==> config.mk <==
export PLATFORM = sky130hd
export DESIGN_NAME = fft_filter_seq_flat
export DESIGN_NICKNAME = d
export VERILOG_FILES = /design/src/rtl/fft_filter_seq_pkg.sv /design/src/rtl/fft_filter_seq_if.sv /design/src/rtl/fft_filter_seq_valid_delay.sv /design/src/rtl/fft_filter_seq.sv /design/src/flat_wrapper.sv
export SDC_FILE = /design/constraint.sdc
export NUM_CORES = 1
export LEC_CHECK = 0
export ABC_AREA = 1
export CAP_MARGIN = 20
export CORE_UTILIZATION = 30
export CTS_BUF_LIST = sky130_fd_sc_hd__clkbuf_2 sky130_fd_sc_hd__clkbuf_4 sky130_fd_sc_hd__clkbuf_8
export CTS_CLUSTER_SIZE = 8
export DETAILED_ROUTE_END_ITERATION = 7
export MAX_ROUTING_LAYER = met4
export SLEW_MARGIN = 20
export SYNTH_ARGS = -nofsm -noshare
export SYNTH_HDL_FRONTEND = slang
export SYNTH_HIERARCHICAL = 1
export SYNTH_SLANG_ARGS = --single-unit
==> constraint.sdc <==
create_clock -name fft_clk -period 1.4 [get_ports fft_clk]
set_clock_uncertainty 0.15 [all_clocks]
set_input_delay 0.28 -clock fft_clk [delete_from_list [all_inputs] [get_ports fft_clk]]
set_output_delay 0.28 -clock fft_clk [all_outputs]
set_load 0.02 [all_outputs]
==> src/rtl/fft_filter_seq_pkg.sv <==
// fft_filter_pkg: shared types and constants for the FFT filter frame sequencer.
//   state_e        - sequencer FSM encoding
//   FFT_CFG_FWD/INV - transform-core config words (forward / inverse)
//   DEF_*          - default frame size and pipeline latencies
package fft_filter_pkg;
  typedef enum logic [2:0] {
    S_IDLE, S_CFG, S_LOAD, S_XFORM, S_DRAIN, S_DONE
  } state_e;

  localparam logic [7:0] FFT_CFG_FWD = 8'h01;
  localparam logic [7:0] FFT_CFG_INV = 8'h00;

  localparam int DEF_N_LOG2   = 10;
  localparam int DEF_RAM_LAT  = 2;
  localparam int DEF_CMPY_LAT = 6;
endpackage

==> src/rtl/fft_filter_seq_if.sv <==
// fft_filter_seq_if: streaming/config handshakes between the frame sequencer
// and the FFT -> coefficient RAM -> complex multiply -> IFFT datapath.
//   master: sequencer side (drives valids, cfg words, coef address)
//   slave : datapath side (drives readies and transform-core output strobes)
interface fft_filter_seq_if #(parameter int N_LOG2 = 10);
  logic [7:0]        fft_cfg_tdata;
  logic              fft_cfg_tvalid;
  logic              fft_cfg_tready;
  logic [7:0]        ifft_cfg_tdata;
  logic              ifft_cfg_tvalid;
  logic              ifft_cfg_tready;
  logic              fft_s_tvalid;
  logic              fft_s_tlast;
  logic              fft_s_tready;
  logic              fft_m_tvalid;
  logic              fft_m_tlast;
  logic              coef_rd_en;
  logic [N_LOG2-1:0] coef_addr;
  logic              cmpy_tvalid;
  logic              ifft_s_tvalid;
  logic              ifft_s_tlast;
  logic              ifft_s_tready;
  logic              ifft_m_tvalid;
  logic              ifft_m_tlast;

  modport master (
    output fft_cfg_tdata, fft_cfg_tvalid, ifft_cfg_tdata, ifft_cfg_tvalid,
           fft_s_tvalid, fft_s_tlast, coef_rd_en, coef_addr, cmpy_tvalid,
           ifft_s_tvalid, ifft_s_tlast,
    input  fft_cfg_tready, ifft_cfg_tready, fft_s_tready, fft_m_tvalid,
           fft_m_tlast, ifft_s_tready, ifft_m_tvalid, ifft_m_tlast
  );

  modport slave (
    input  fft_cfg_tdata, fft_cfg_tvalid, ifft_cfg_tdata, ifft_cfg_tvalid,
           fft_s_tvalid, fft_s_tlast, coef_rd_en, coef_addr, cmpy_tvalid,
           ifft_s_tvalid, ifft_s_tlast,
    output fft_cfg_tready, ifft_cfg_tready, fft_s_tready, fft_m_tvalid,
           fft_m_tlast, ifft_s_tready, ifft_m_tvalid, ifft_m_tlast
  );
endinterface

==> src/rtl/fft_filter_seq_valid_delay.sv <==
// valid_delay: fixed-depth shift register carrying {valid, last}.
//   clk, rst_n (async, active-low clear), i_vld/i_last in,
//   o_vld/o_last = inputs delayed by exactly STAGES cycles (STAGES >= 1).
module valid_delay
  import fft_filter_pkg::*;
#(
  parameter int STAGES = DEF_RAM_LAT
) (
  input  logic clk,
  input  logic rst_n,
  input  logic i_vld,
  input  logic i_last,
  output logic o_vld,
  output logic o_last
);
  logic [STAGES:1] r_vld_pipe;
  logic [STAGES:1] r_last_pipe;

  always_ff @(posedge clk or negedge rst_n) begin
    if (!rst_n) begin
      r_vld_pipe  <= '0;
      r_last_pipe <= '0;
    end else begin
      r_vld_pipe[1]  <= i_vld;
      r_last_pipe[1] <= i_last;
      for (int k = 2; k <= STAGES; k++) begin
        r_vld_pipe[k]  <= r_vld_pipe[k-1];
        r_last_pipe[k] <= r_last_pipe[k-1];
      end
    end
  end

  assign o_vld  = r_vld_pipe[STAGES];
  assign o_last = r_last_pipe[STAGES];
endmodule

==> src/rtl/fft_filter_seq.sv <==
// fft_filter_seq: per-frame sequencer for the FFT -> cmpy -> IFFT filter chain.
//   fft_clk, sys_rst_n (async, active-low)
//   start (level; rising edge requests a frame), busy, done (1-cycle), err (sticky)
//   bus (master): cfg handshakes for both cores, ADC frame gating into the FFT,
//   coefficient RAM addressing, cmpy/IFFT valid+last strobes, IFFT output watch.
module fft_filter_seq
  import fft_filter_pkg::*;
#(
  parameter int N_LOG2   = DEF_N_LOG2,
  parameter int RAM_LAT  = DEF_RAM_LAT,
  parameter int CMPY_LAT = DEF_CMPY_LAT
) (
  input  logic              fft_clk,
  input  logic              sys_rst_n,
  input  logic              start,
  output logic              busy,
  output logic              done,
  output logic              err,
  fft_filter_seq_if.master  bus
);
  localparam logic [N_LOG2-1:0] LAST_IDX = '1;

  state_e            r_state, w_state_nx;
  logic              r_start_d, r_fft_cfg_pend, r_ifft_cfg_pend, r_err;
  logic [N_LOG2-1:0] r_samp_cnt, r_bin_cnt, r_out_cnt;

  logic w_start_edge, w_accept, w_fft_cfg_hs, w_ifft_cfg_hs, w_cfg_done;
  logic w_samp_hs, w_bin_beat, w_out_beat, w_err_set;
  logic w_busy, w_done, w_fft_s_tvalid, w_fft_s_tlast, w_coef_rd_en;
  logic w_cmpy_vld, w_cmpy_last, w_ifft_vld, w_ifft_last;

  assign w_start_edge  = start & ~r_start_d;
  assign w_accept      = (r_state == S_IDLE) & w_start_edge;
  assign w_fft_cfg_hs  = r_fft_cfg_pend & bus.fft_cfg_tready;
  assign w_ifft_cfg_hs = r_ifft_cfg_pend & bus.ifft_cfg_tready;
  // Both handshakes may land in either order or in the same cycle.
  assign w_cfg_done    = (~r_fft_cfg_pend | w_fft_cfg_hs) &
                         (~r_ifft_cfg_pend | w_ifft_cfg_hs);
  assign w_samp_hs     = (r_state == S_LOAD) & bus.fft_s_tready;
  assign w_bin_beat    = (r_state == S_XFORM) & bus.fft_m_tvalid;
  assign w_out_beat    = (r_state == S_DRAIN) & bus.ifft_m_tvalid;

  // Any of these flags the frame but never stalls it.
  assign w_err_set =
      (bus.fft_m_tvalid & (r_state != S_XFORM))
    | (w_bin_beat & (bus.fft_m_tlast != (r_bin_cnt == LAST_IDX)))
    | (w_ifft_vld & ~bus.ifft_s_tready)  // no skid buffer: beat is lost
    | (w_out_beat & (bus.ifft_m_tlast != (r_out_cnt == LAST_IDX)));

  always_ff @(posedge fft_clk or negedge sys_rst_n) begin
    if (!sys_rst_n) r_state <= S_IDLE;
    else            r_state <= w_state_nx;
  end

  always_comb begin
    w_state_nx     = r_state;
    w_busy         = 1'b0;
    w_done         = 1'b0;
    w_fft_s_tvalid = 1'b0;
    w_fft_s_tlast  = 1'b0;
    w_coef_rd_en   = 1'b0;
    case (r_state)
      S_IDLE:  if (w_start_edge) w_state_nx = S_CFG;
      S_CFG: begin
        w_busy = 1'b1;
        if (w_cfg_done) w_state_nx = S_LOAD;
      end
      S_LOAD: begin
        w_busy         = 1'b1;
        w_fft_s_tvalid = 1'b1;
        w_fft_s_tlast  = (r_samp_cnt == LAST_IDX);
        if (w_samp_hs && w_fft_s_tlast) w_state_nx = S_XFORM;
      end
      S_XFORM: begin
        w_busy       = 1'b1;
        w_coef_rd_en = bus.fft_m_tvalid;
        // Stay until the frame's last product has left the multiplier.
        if (w_ifft_vld && w_ifft_last) w_state_nx = S_DRAIN;
      end
      S_DRAIN: begin
        w_busy = 1'b1;
        if (bus.ifft_m_tvalid && bus.ifft_m_tlast) w_state_nx = S_DONE;
      end
      S_DONE: begin
        w_done     = 1'b1;
        w_state_nx = S_IDLE;
      end
      default: w_state_nx = S_IDLE;
    endcase
  end

  always_ff @(posedge fft_clk or negedge sys_rst_n) begin
    if (!sys_rst_n) begin
      r_start_d       <= 1'b0;
      r_fft_cfg_pend  <= 1'b0;
      r_ifft_cfg_pend <= 1'b0;
      r_err           <= 1'b0;
      r_samp_cnt      <= '0;
      r_bin_cnt       <= '0;
      r_out_cnt       <= '0;
    end else begin
      // Tracked every cycle so edges during a frame are consumed, not queued.
      r_start_d <= start;
      if (w_accept) begin
        r_fft_cfg_pend  <= 1'b1;
        r_ifft_cfg_pend <= 1'b1;
        r_err           <= 1'b0;
        r_samp_cnt      <= '0;
        r_bin_cnt       <= '0;
        r_out_cnt       <= '0;
      end else begin
        if (w_fft_cfg_hs)  r_fft_cfg_pend  <= 1'b0;
        if (w_ifft_cfg_hs) r_ifft_cfg_pend <= 1'b0;
        if (w_err_set)     r_err           <= 1'b1;
        if (w_samp_hs)     r_samp_cnt      <= r_samp_cnt + 1'b1;
        if (w_bin_beat)    r_bin_cnt       <= r_bin_cnt + 1'b1;  // wraps at N
        if (w_out_beat)    r_out_cnt       <= r_out_cnt + 1'b1;
      end
    end
  end

  // RAM read latency, then multiplier latency, so strobes line up with data.
  valid_delay #(.STAGES(RAM_LAT)) u_ram_dly (
    .clk   (fft_clk),
    .rst_n (sys_rst_n),
    .i_vld (bus.fft_m_tvalid),
    .i_last(bus.fft_m_tvalid & bus.fft_m_tlast),
    .o_vld (w_cmpy_vld),
    .o_last(w_cmpy_last)
  );

  valid_delay #(.STAGES(CMPY_LAT)) u_cmpy_dly (
    .clk   (fft_clk),
    .rst_n (sys_rst_n),
    .i_vld (w_cmpy_vld),
    .i_last(w_cmpy_last),
    .o_vld (w_ifft_vld),
    .o_last(w_ifft_last)
  );

  assign busy                = w_busy;
  assign done                = w_done;
  assign err                 = r_err;
  assign bus.fft_cfg_tdata   = FFT_CFG_FWD;
  assign bus.ifft_cfg_tdata  = FFT_CFG_INV;
  assign bus.fft_cfg_tvalid  = r_fft_cfg_pend;
  assign bus.ifft_cfg_tvalid = r_ifft_cfg_pend;
  assign bus.fft_s_tvalid    = w_fft_s_tvalid;
  assign bus.fft_s_tlast     = w_fft_s_tlast;
  assign bus.coef_rd_en      = w_coef_rd_en;
  assign bus.coef_addr       = r_bin_cnt;
  assign bus.cmpy_tvalid     = w_cmpy_vld;
  assign bus.ifft_s_tvalid   = w_ifft_vld;
  assign bus.ifft_s_tlast    = w_ifft_last;
endmodule

==> src/flat_wrapper.sv <==
// flat-port wrapper written by rule: the top's interface ports become plain ports
module fft_filter_seq_flat import fft_filter_pkg::*;
#(
  parameter int N_LOG2   = DEF_N_LOG2,
  parameter int RAM_LAT  = DEF_RAM_LAT,
  parameter int CMPY_LAT = DEF_CMPY_LAT
)
  (fft_clk, sys_rst_n, start, busy, done, err, bus_fft_cfg_tdata, bus_fft_cfg_tvalid, bus_ifft_cfg_tdata, bus_ifft_cfg_tvalid, bus_fft_s_tvalid, bus_fft_s_tlast, bus_coef_rd_en, bus_coef_addr, bus_cmpy_tvalid, bus_ifft_s_tvalid, bus_ifft_s_tlast, bus_fft_cfg_tready, bus_ifft_cfg_tready, bus_fft_s_tready, bus_fft_m_tvalid, bus_fft_m_tlast, bus_ifft_s_tready, bus_ifft_m_tvalid, bus_ifft_m_tlast);
  fft_filter_seq_if #(.N_LOG2(N_LOG2)) bus_i ();
  input  logic fft_clk;
  input  logic sys_rst_n;
  input  logic start;
  output logic busy;
  output logic done;
  output logic err;
  output wire logic [$bits(bus_i.fft_cfg_tdata)-1:0] bus_fft_cfg_tdata;
  output wire logic [$bits(bus_i.fft_cfg_tvalid)-1:0] bus_fft_cfg_tvalid;
  output wire logic [$bits(bus_i.ifft_cfg_tdata)-1:0] bus_ifft_cfg_tdata;
  output wire logic [$bits(bus_i.ifft_cfg_tvalid)-1:0] bus_ifft_cfg_tvalid;
  output wire logic [$bits(bus_i.fft_s_tvalid)-1:0] bus_fft_s_tvalid;
  output wire logic [$bits(bus_i.fft_s_tlast)-1:0] bus_fft_s_tlast;
  output wire logic [$bits(bus_i.coef_rd_en)-1:0] bus_coef_rd_en;
  output wire logic [$bits(bus_i.coef_addr)-1:0] bus_coef_addr;
  output wire logic [$bits(bus_i.cmpy_tvalid)-1:0] bus_cmpy_tvalid;
  output wire logic [$bits(bus_i.ifft_s_tvalid)-1:0] bus_ifft_s_tvalid;
  output wire logic [$bits(bus_i.ifft_s_tlast)-1:0] bus_ifft_s_tlast;
  input wire logic [$bits(bus_i.fft_cfg_tready)-1:0] bus_fft_cfg_tready;
  input wire logic [$bits(bus_i.ifft_cfg_tready)-1:0] bus_ifft_cfg_tready;
  input wire logic [$bits(bus_i.fft_s_tready)-1:0] bus_fft_s_tready;
  input wire logic [$bits(bus_i.fft_m_tvalid)-1:0] bus_fft_m_tvalid;
  input wire logic [$bits(bus_i.fft_m_tlast)-1:0] bus_fft_m_tlast;
  input wire logic [$bits(bus_i.ifft_s_tready)-1:0] bus_ifft_s_tready;
  input wire logic [$bits(bus_i.ifft_m_tvalid)-1:0] bus_ifft_m_tvalid;
  input wire logic [$bits(bus_i.ifft_m_tlast)-1:0] bus_ifft_m_tlast;
  assign bus_fft_cfg_tdata = bus_i.fft_cfg_tdata;
  assign bus_fft_cfg_tvalid = bus_i.fft_cfg_tvalid;
  assign bus_ifft_cfg_tdata = bus_i.ifft_cfg_tdata;
  assign bus_ifft_cfg_tvalid = bus_i.ifft_cfg_tvalid;
  assign bus_fft_s_tvalid = bus_i.fft_s_tvalid;
  assign bus_fft_s_tlast = bus_i.fft_s_tlast;
  assign bus_coef_rd_en = bus_i.coef_rd_en;
  assign bus_coef_addr = bus_i.coef_addr;
  assign bus_cmpy_tvalid = bus_i.cmpy_tvalid;
  assign bus_ifft_s_tvalid = bus_i.ifft_s_tvalid;
  assign bus_ifft_s_tlast = bus_i.ifft_s_tlast;
  assign bus_i.fft_cfg_tready = bus_fft_cfg_tready;
  assign bus_i.ifft_cfg_tready = bus_ifft_cfg_tready;
  assign bus_i.fft_s_tready = bus_fft_s_tready;
  assign bus_i.fft_m_tvalid = bus_fft_m_tvalid;
  assign bus_i.fft_m_tlast = bus_fft_m_tlast;
  assign bus_i.ifft_s_tready = bus_ifft_s_tready;
  assign bus_i.ifft_m_tvalid = bus_ifft_m_tvalid;
  assign bus_i.ifft_m_tlast = bus_ifft_m_tlast;
  fft_filter_seq #(.N_LOG2(N_LOG2), .RAM_LAT(RAM_LAT), .CMPY_LAT(CMPY_LAT)) u_core (.fft_clk(fft_clk), .sys_rst_n(sys_rst_n), .start(start), .busy(busy), .done(done), .err(err), .bus(bus_i));
endmodule
==> results of run 1 <==
## flip-flops by register name, summed over array words and instances (netlist names)
name / flops
u_core/r_out_cnt: 10
u_core/r_samp_cnt: 10
u_core/u_cmpy_dly/r_vld_pipe: 6
u_core/r_state: 3
u_core/u_ram_dly/r_vld_pipe: 2
u_core/r_start_d: 1
u_core/bus.fft_cfg_tvalid: 1
u_core/u_ram_dly/r_last_pipe: 2
u_core/bus.ifft_cfg_tvalid: 1
u_core/bus.coef_addr: 10
u_core/u_cmpy_dly/r_last_pipe: 6
u_core/err: 1
## per-layer routing
layer | global-route usage | share of wire | vias to the layer above
li1 | - | - | 1235
met3 | 0.0230 | 0.035 | 10
met2 | 0.242 | 0.50 | 56
met1 | 0.190 | 0.45 | 1181
met4 | 0.0509 | 0.014 | 0
met5 | - | 0 | -
## path summary, 6_finish.rpt
path | from | end | slack, ns | depth (start not counted)
max | u_core/r_samp_cnt[1] | bus_fft_s_tlast | -0.38 | 6
min | sys_rst_n | u_core/bus.coef_addr[9] | 0.21 | 2
max reg2reg | u_core/r_samp_cnt[1] | u_core/r_state[0] | -0.32 | 10
min reg2reg | u_core/u_ram_dly/r_last_pipe[1] | u_core/u_ram_dly/r_last_pipe[2] | 0.21 | 0
max in group asynchronous | sys_rst_n | u_core/r_state[1] | 0.38 | 3
min in group fft_clk | u_core/u_ram_dly/r_last_pipe[1] | u_core/u_ram_dly/r_last_pipe[2] | 0.21 | 0
## cells in the final DEF (no fill, tap or decap), types with 4 or more instances in the layout
cell type and instances:
dfrtp_1 47, buf_6 22, a21oi_2 6, nand2_1 50
conb_1 16, nor3_1 4, clkbuf_8 5, o21ai_2 14
inv_1 39, nor2_4 9, nand2_4 8, nand3_1 12
nand3_4 5, o21ai_1 4, nand4_1 8, clkdlybuf4s50_1 9
buf_4 54, o21ai_4 7, nor2_1 22, a21oi_1 9
nor2_2 9, dfrtp_2 6, buf_2 16, nand2_2 7
nand3_2 9
## worst max-delay path: cells and delay by family (launching register included)
family	cells	cell delay [ns]
flip-flops	1	0.37
buffers and inverters	1	0.11
adder cells (fa/ha/maj)	1	0.19
AND/OR/NAND/NOR	4	0.36
## cell type report
| class | count | area, um2 | area share |
|---|---|---|---|
| Multi-Input combinational cell | 219 | 1560 | 0.366 |
| Sequential cell | 53 | 1330 | 0.313 |
| Timing Repair Buffer | 107 | 926 | 0.217 |
| Inverter | 48 | 210 | 0.0494 |
| Tap cell | 108 | 135 | 0.0317 |
| Clock buffer | 5 | 68.8 | 0.0162 |
| Clock inverter | 3 | 25.0 | 0.00588 |
## power by group through the flow
| stage | Sequential, W | Combinational [W] | Clock [W] |
|---|---|---|---|
| 5_1_grt | 0.00204 | 0.00382 | 0.00101 |
| 2_1_floorplan | 0.00215 | 0.00127 | 0 |
| 3_3_place_gp | 0.00202 | 0.00237 | 0 |
| 4_1_cts | 0.00199 | 0.00310 | 0.000959 |
| 3_5_place_dp | 0.00202 | 0.00241 | 0 |
| 6_report | 0.00200 | 0.00354 | 0.000929 |
## logic make-up (layout without fill, tap and decap cells)
family / Yosys count / in the layout / share of synthesized area
fa+ha+maj: 3 / 3 / 0.0137
buf+inv: 68 / 163 / 0.122
other cells: 2 / 16 / 0.00274
xor+xnor: 2 / 2 / 0.00640
simple gates: 152 / 152 / 0.278
flops: 53 / 53 / 0.484
compound gates: 46 / 46 / 0.0937
## through the flow
stage               worst slack [ns]  instance area (um2)  cells  utilization
floorplan                    -0.0577                 2870    340            -
global placement              -0.615                 3540    509        0.404
detailed placement            -0.622                 3540    509        0.404
CTS                           -0.385                 4040    535        0.460
global route                  -0.471                 4260    543        0.486
finish                        -0.381                 4260    543        0.486
## what timing repair did
item	in CTS	in global routing
endpoints found under the setup margin	57	44
endpoints found under the hold margin	28	0
gates cloned	2	0
hold buffers	1	0
buffers inserted	17	9
resized for setup	185	44
pin swaps	26	17
==> out/metrics.csv, run 1 <==
metric,value,unit
yosysSeqAreaShare,0.484,
ys_top_cells_by_count,"62 x nand2_1, 53 x dfrtp_1, 41 x inv_1",
cts_tree,built,
p_sw_frac,0.405,
hold_class,in -> async,
fp.coreArea,0.00876,mm2
netlist_instances,326,
cp_slowest_cell,dfrtp_1,
end_kind,output port,
period_share,1.27,
dr.pass1.iters,4,
vias_per_cell,4.57,
netlist_area,0.00274,mm2
cts_root_buf,clkbuf_8,
outcome,finished with violations,
setup-tns-final,-10.09,ns
start_util,0.313,
via_count,2482,
setup_ws,-0.381,ns
drt_wl_total,6950,um
die_x,97.6,um
power_frac_clock,0.143,
port_buffers,31,
timing.hold.ws,0.206,ns
grt_max_degree,20,
ys.warnings.count,6,
htree_num_levels,2,
slowest_delay,0.37,ns
synth_most_common_cell,nand2_1,
finalHoldViolCount,0,
fmax,561,MHz
cts.sinks,53,
ys_top_cells_by_area,"dfrtp_1 48%, nand2_1 8.5%, inv_1 5.6%",
ys_types,33,
critPathMaxFanout,2,
die_h,97.6,um
clkSlewWorstSetupHoldPaths,0.11,ns
period_minus_slack,1.78,ns
grt_first_pass_wirelength,11200,um
internal_power,0.00385,W
seqPwrFrac,0.309,
wl_per_cell,12.8,um
synth_top_area_frac,0.484,
path_class,reg -> out,
grt_pass1_vias,2432,
row_count,34,
setup_viol,41,
clk_latency,0.32,ns
place_hpwl,4630,um
arrival,1.35,ns
fill_cells,811,
startpoint_type,flip-flop,
routabilityCongestion,0.830,
switching_power,0.00262,W
async_reset_ff_frac,1.00,
grt_setup_unrepaired,yes,
irDropWorstVdd,0.927,mV
synth.largest_area_cell,dfrtp_1,
synthToLayoutAreaGrowth,55.5,%
gr-total-overflow,0,
synth_edf_count,0,
synthFlopType,dfrtp_1,
ys_seq_elements,53,
postSynthAreaPerCell,8.40,um2
maxCapViolations,0,
diodes,0,
finalNetCount,448,
pwr_density_cell,1520,mW/mm2
cp_cell_sequence,"ha_2, nand2_2, nor2_4, nand3_4, nor2_4, buf_6",
final_antenna_net_count,0,
p_leak,2.04,nW
drcViolationCount,0,
failed_checks,negative setup slack,
drt_iter0_markers,130,
drv_slew,0,
total_power,0.00647,W
crit_required,0.97,ns
grt_use_total,0.149,
clock_path_buffers,2,
dieArea,0.00952,mm2
cp_common_cell,nor2_4,
combPwrFrac,0.547,
drive_above_1_share,0.474,
io_pins,48,
numCtsBuffers,5,
antenna_found_initial,0,
(Power assumes the default switching activity.)
==> run 2: changes to the inputs <==
--- a/config.mk
+++ b/config.mk
@@ -12,6 +12,7 @@
 export CTS_CLUSTER_SIZE = 8
 export DETAILED_ROUTE_END_ITERATION = 7
 export MAX_ROUTING_LAYER = met4
+export PLACE_DENSITY = 0.58
 export SLEW_MARGIN = 20
 export SYNTH_ARGS = -nofsm -noshare
 export SYNTH_HDL_FRONTEND = slang
==> out/metrics.csv, run 2 (synthesis gave the netlist of run 1 again) <==
metric,value,unit,change
internal_power,0.00371,W,-3.7%
setup_viol,41,,unchanged
clkSlewWorstSetupHoldPaths,0.11,ns,about the same
end_kind,output port,,
wl_per_cell,12.6,um,-1.2%
combPwrFrac,0.532,,-0.015
outcome,finished with violations,,
via_count,2508,,+1.0%
finalHoldViolCount,0,,unchanged
drt_iter0_markers,79,,-39%
hold_class,reg -> reg,,
cts_root_buf,clkbuf_8,,
period_minus_slack,1.82,ns,+0.0395 ns
die_x,97.6,um,unchanged
grt_pass1_vias,2609,,+7.3%
maxCapViolations,0,,unchanged
drcViolationCount,0,,unchanged
path_class,reg -> out,,
grt_first_pass_wirelength,11600,um,+3.9%
synthToLayoutAreaGrowth,57.1,%,
total_power,0.00622,W,-4.0%
dieArea,0.00952,mm2,unchanged
fill_cells,857,,+5.7%
gr-total-overflow,0,,unchanged
io_pins,48,,unchanged
cts.sinks,53,,unchanged
p_sw_frac,0.404,,-0.00149
stdcell_count,547,,+0.74%
htree_num_levels,2,,unchanged
grt_use_total,0.152,,+0.00345
grt_max_degree,31,,+55%
failed_checks,negative setup slack,,
cp_slowest_cell,dfrtp_1,,
drv_slew,0,,unchanged
antenna_found_initial,0,,unchanged
startpoint_type,flip-flop,,
power_frac_clock,0.146,,+0.003
start_util,0.313,,unchanged
die_h,97.6,um,unchanged
clk_latency,0.31,ns,about the same
place_hpwl,4570,um,-1.2%
fp.coreArea,0.00876,mm2,unchanged
cp_common_cell,nor2_4,,
irDropWorstVdd,0.606,mV,-35%
setup_ws,-0.421,ns,-0.0395 ns
dp_cells,515,,+1.2%
final_antenna_net_count,0,,unchanged
slowest_delay,0.37,ns,about the same
switching_power,0.00251,W,-4.3%
clock_path_buffers,2,,unchanged
critPathMaxFanout,2,,unchanged
drive_above_1_share,0.487,,+0.0139
row_count,34,,unchanged
period_share,1.30,,+0.0282
p_leak,2.05,nW,+0.19%
fmax,549,MHz,-2.2%
pwr_density_cell,1440,mW/mm2,-5.0%
cp_cell_sequence,"ha_2, nand2_2, nor2_4, nand3_4, nor2_4, buf_6",,
drt_wl_total,6910,um,-0.49%
layout_commonest_cell,buf_4,,
grt_setup_unrepaired,yes,,
diodes,0,,unchanged
routabilityCongestion,0.791,,-4.8%
port_buffers,31,,unchanged
crit_required,0.97,ns,about the same
dr.pass1.iters,4,,unchanged
final_cell_mix,"56 x buf_4, 49 x nand2_1, 47 x dfrtp_1, 38 x inv_1, 24 x buf_6",,
seqPwrFrac,0.322,,+0.013
r2r_cells,9,,-1
vias_per_cell,4.59,,+0.31%
cts_tree,built,,
arrival,1.39,ns,+0.04 ns
numCtsBuffers,5,,unchanged
finalNetCount,452,,+0.89%
min_path_cells,0,,
setup-tns-final,-9.01,ns,+1.08 ns
-- run 2: changes by cell type in the layout (fill, tap and decap cells not counted), moves of 2 or more --
cell	before	now
buf_4	54	56
o21ai_2	14	18
buf_8	3	1
inv_6	3	1
buf_6	22	24
nand3_4	5	7
nand2_2	7	9
inv_2	3	5
o21ai_4	7	4
nand2_4	8	5
nand2_8	3	5
-- run 2: critical path, delay by kind of cell, from the launching register on --
kind / cells / cell delay (ns)
adders and majority gates: 1 / 0.19
buffers and inverters: 1 / 0.12
and+or+nand+nor: 4 / 0.41
DFF: 1 / 0.37
-- run 2: layout make-up --
class                   count  area, um2  share of cell area
inverters                  48        201              0.0468
clock inverters             3       25.0             0.00581
flip-flops and latches     53       1330               0.310
multi-input cells         219       1580               0.367
repair buffers            111        958               0.223
well taps                 108        135              0.0314
clock buffers               5       68.8              0.0160
-- run 2: repair_timing --
item                                   in CTS  in global routing
endpoints found under the hold margin      51                  0
cloned                                      1                  0
buffers inserted                           12                 12
resized for setup                         170                 60
hold buffers                                1                  0
pin swaps                                  32                 31
setup endpoints to repair                  57                 47
-- run 2: path summary, 6_finish.rpt --
check | to | slack (ns) | startpoint
min | u_core/u_ram_dly/r_vld_pipe[2] | 0.20 | u_core/u_ram_dly/r_vld_pipe[1]
min in group asynchronous | u_core/u_ram_dly/r_last_pipe[1] | 0.21 | sys_rst_n
min reg2reg | u_core/u_ram_dly/r_vld_pipe[2] | 0.20 | u_core/u_ram_dly/r_vld_pipe[1]
max | bus_fft_s_tlast | -0.42 | u_core/r_samp_cnt[1]
max reg2reg | u_core/r_samp_cnt[7] | -0.29 | u_core/r_state[0]
max in group asynchronous | u_core/u_cmpy_dly/r_last_pipe[6] | 0.42 | sys_rst_n
-- run 2: per-layer routing --
layer	track usage	up-vias	wire, um
met2	0.267	49	3700
met5	-	-	0
met4	0.0373	0	55
li1	-	1235	-
met1	0.184	1220	2960
met3	0.0223	4	197
-- run 2: stage by stage --
| step | hold slack (ns) | setup WS, ns | utilization | instance area, um2 |
|---|---|---|---|---|
| 3_3_place_gp | 0.0224 | -0.617 | 0.409 | 3590 |
| 6_report | 0.203 | -0.421 | 0.491 | 4300 |
| 3_5_place_dp | 0.0211 | -0.612 | 0.409 | 3590 |
| 4_1_cts | 0.209 | -0.395 | 0.460 | 4030 |
| 2_1_floorplan | -0.166 | -0.0577 | - | 2870 |
| 5_1_grt | 0.213 | -0.497 | 0.491 | 4300 |
-- run 2: power groups by stage --
stage / logic, W / registers, W / clock network, W
final: 0.00331 / 0.00200 / 0.000905
after global routing: 0.00359 / 0.00204 / 0.00100
after CTS: 0.00294 / 0.00199 / 0.000934
after detailed placement: 0.00244 / 0.00203 / 0
after global placement: 0.00241 / 0.00202 / 0
after floorplan: 0.00127 / 0.00215 / 0
==> run 3: changes to the inputs <==
--- a/config.mk
+++ b/config.mk
@@ -6,13 +6,12 @@
 export NUM_CORES = 1
 export LEC_CHECK = 0
 export ABC_AREA = 1
-export CAP_MARGIN = 20
 export CORE_UTILIZATION = 30
 export CTS_BUF_LIST = sky130_fd_sc_hd__clkbuf_2 sky130_fd_sc_hd__clkbuf_4 sky130_fd_sc_hd__clkbuf_8
 export CTS_CLUSTER_SIZE = 8
 export DETAILED_ROUTE_END_ITERATION = 7
 export MAX_ROUTING_LAYER = met4
-export PLACE_DENSITY = 0.58
+export PLACE_DENSITY = 0.63
 export SLEW_MARGIN = 20
 export SYNTH_ARGS = -nofsm -noshare
 export SYNTH_HDL_FRONTEND = slang
==> out/metrics.csv, run 3 (synthesis gave the netlist of run 1 again) <==
metric,value,unit,change
outcome,finished with violations,,
failed_checks,negative setup slack,,
utilization,0.475,,-0.0161
vias_per_cell,4.64,,+1.2%
layout_commonest_cell,buf_4,,
maxCapViolations,0,,unchanged
die_h,97.6,um,unchanged
setup_viol,41,,unchanged
final_cell_mix,"52 x buf_4, 51 x nand2_1, 47 x dfrtp_1, 40 x inv_1, 23 x nor2_1",,
synthToLayoutAreaGrowth,52.0,%,
fp.coreArea,0.00876,mm2,unchanged
critPathMaxFanout,2,,unchanged
period_share,1.30,,+0.00142
wl_per_cell,12.6,um,about the same
drv_slew,0,,unchanged
fmax,549,MHz,-0.11%
place_ws,-0.608,ns,+0.00469 ns
clkSlewWorstSetupHoldPaths,0.11,ns,about the same
crit_required,0.97,ns,about the same
pwr_density_cell,1480,mW/mm2,+2.5%
grt_setup_unrepaired,yes,,
dieArea,0.00952,mm2,unchanged
place_hpwl,4430,um,-3.0%
grt_first_pass_wirelength,11400,um,-1.3%
cp_num_buf_inv,1,,unchanged
slowest_delay,0.38,ns,about the same
clock_path_buffers,2,,unchanged
final_antenna_net_count,0,,unchanged
diodes,0,,unchanged
cp_top_family,simple AND/OR/NAND/NOR gates,,
die_x,97.6,um,unchanged
port_buffers,31,,unchanged
hold_class,reg -> reg,,
p_leak,2.01,nW,-1.8%
timing.hold.ws,0.198,ns,-0.00470 ns
cts_root_buf,clkbuf_8,,
total_power,0.00616,W,-0.85%
drive_above_1_share,0.452,,-0.0350
io_pins,48,,unchanged
drt_iter0_markers,73,,-7.6%
cts_tree,built,,
dr.pass1.iters,4,,unchanged
irDropWorstVdd,0.620,mV,+2.2%
gr-total-overflow,0,,unchanged
antenna_found_initial,0,,unchanged
finalHoldViolCount,0,,unchanged
row_count,34,,unchanged
htree_num_levels,2,,unchanged
path_class,reg -> out,,
grt_pass1_vias,2474,,-5.2%
drt_wl_total,6810,um,-1.4%
cp_slowest_cell,dfrtp_1,,
cp_cell_sequence,"ha_2, nand2_2, nor2_4, nand3_4, nor2_4, buf_6",,
cp_common_cell,nor2_4,,
via_count,2501,,-0.28%
startpoint_type,flip-flop,,
routabilityCongestion,0.841,,+6.4%
clk_latency,0.32,ns,about the same
cts.sinks,53,,unchanged
numCtsBuffers,5,,unchanged
period_minus_slack,1.82,ns,+0.00199 ns
finalNetCount,444,,-1.8%
start_util,0.313,,unchanged
grt_max_degree,54,,+74%
end_kind,output port,,
grt_use_total,0.150,,-0.00205
setup_ws,-0.423,ns,-0.00199 ns
arrival,1.39,ns,about the same
drcViolationCount,0,,unchanged
[run 3: final timing paths]
path	from	endpoint	slack, ns	cells after the start
max in group asynchronous	sys_rst_n	u_core/bus.coef_addr[4]	0.52	3
setup / recovery	u_core/r_samp_cnt[0]	bus_fft_s_tlast	-0.42	6
hold / removal	u_core/u_ram_dly/r_vld_pipe[1]	u_core/u_ram_dly/r_vld_pipe[2]	0.20	0
min in group asynchronous	sys_rst_n	u_core/u_cmpy_dly/r_last_pipe[3]	0.33	3
hold reg to reg	u_core/u_ram_dly/r_vld_pipe[1]	u_core/u_ram_dly/r_vld_pipe[2]	0.20	0
setup reg to reg	u_core/r_samp_cnt[0]	u_core/r_state[0]	-0.36	10
[run 3: cell type report]
type / count / area, um2
sequential: 53 / 1330
multi-input combinational: 219 / 1490
timing repair buffer: 103 / 902
fill: 812 / 4600
inverter: 48 / 201
clock inverter: 3 / 28.8
tap: 108 / 135
clock buffer: 5 / 68.8
[run 3: repair_timing]
item / 4_1_cts / 5_1_grt
hold buffers: 1 / 0
setup buffers: 4 / 17
pin swaps: 27 / 26
setup endpoints to repair: 57 / 45
hold endpoints to repair: 53 / 0
cloned: 2 / 0
resized for setup: 161 / 44
[run 3: layer usage]
metal	global-route usage	share of wire	vias to the layer above
li1	-	-	1220
met1	0.185	0.44	1214
met2	0.247	0.51	54
met3	0.0353	0.037	13
met4	0.0441	0.017	0
met5	-	0	-
[run 3: stage by stage]
step	area, um2	setup TNS [ns]	cells
finish	4160	-9.28	539
detailed placement	3550	-12.91	507
CTS	3870	-10.07	522
global route	4160	-12.02	539
floorplan	2870	-0.689	340
global placement	3550	-12.11	507
[run 3: report_power, final]
part	total, W	internal (W)	switching (W)
registers	0.00201	0.00180	0.000215
logic	0.00322	0.00151	0.00171
clock network	0.000932	0.000375	0.000557
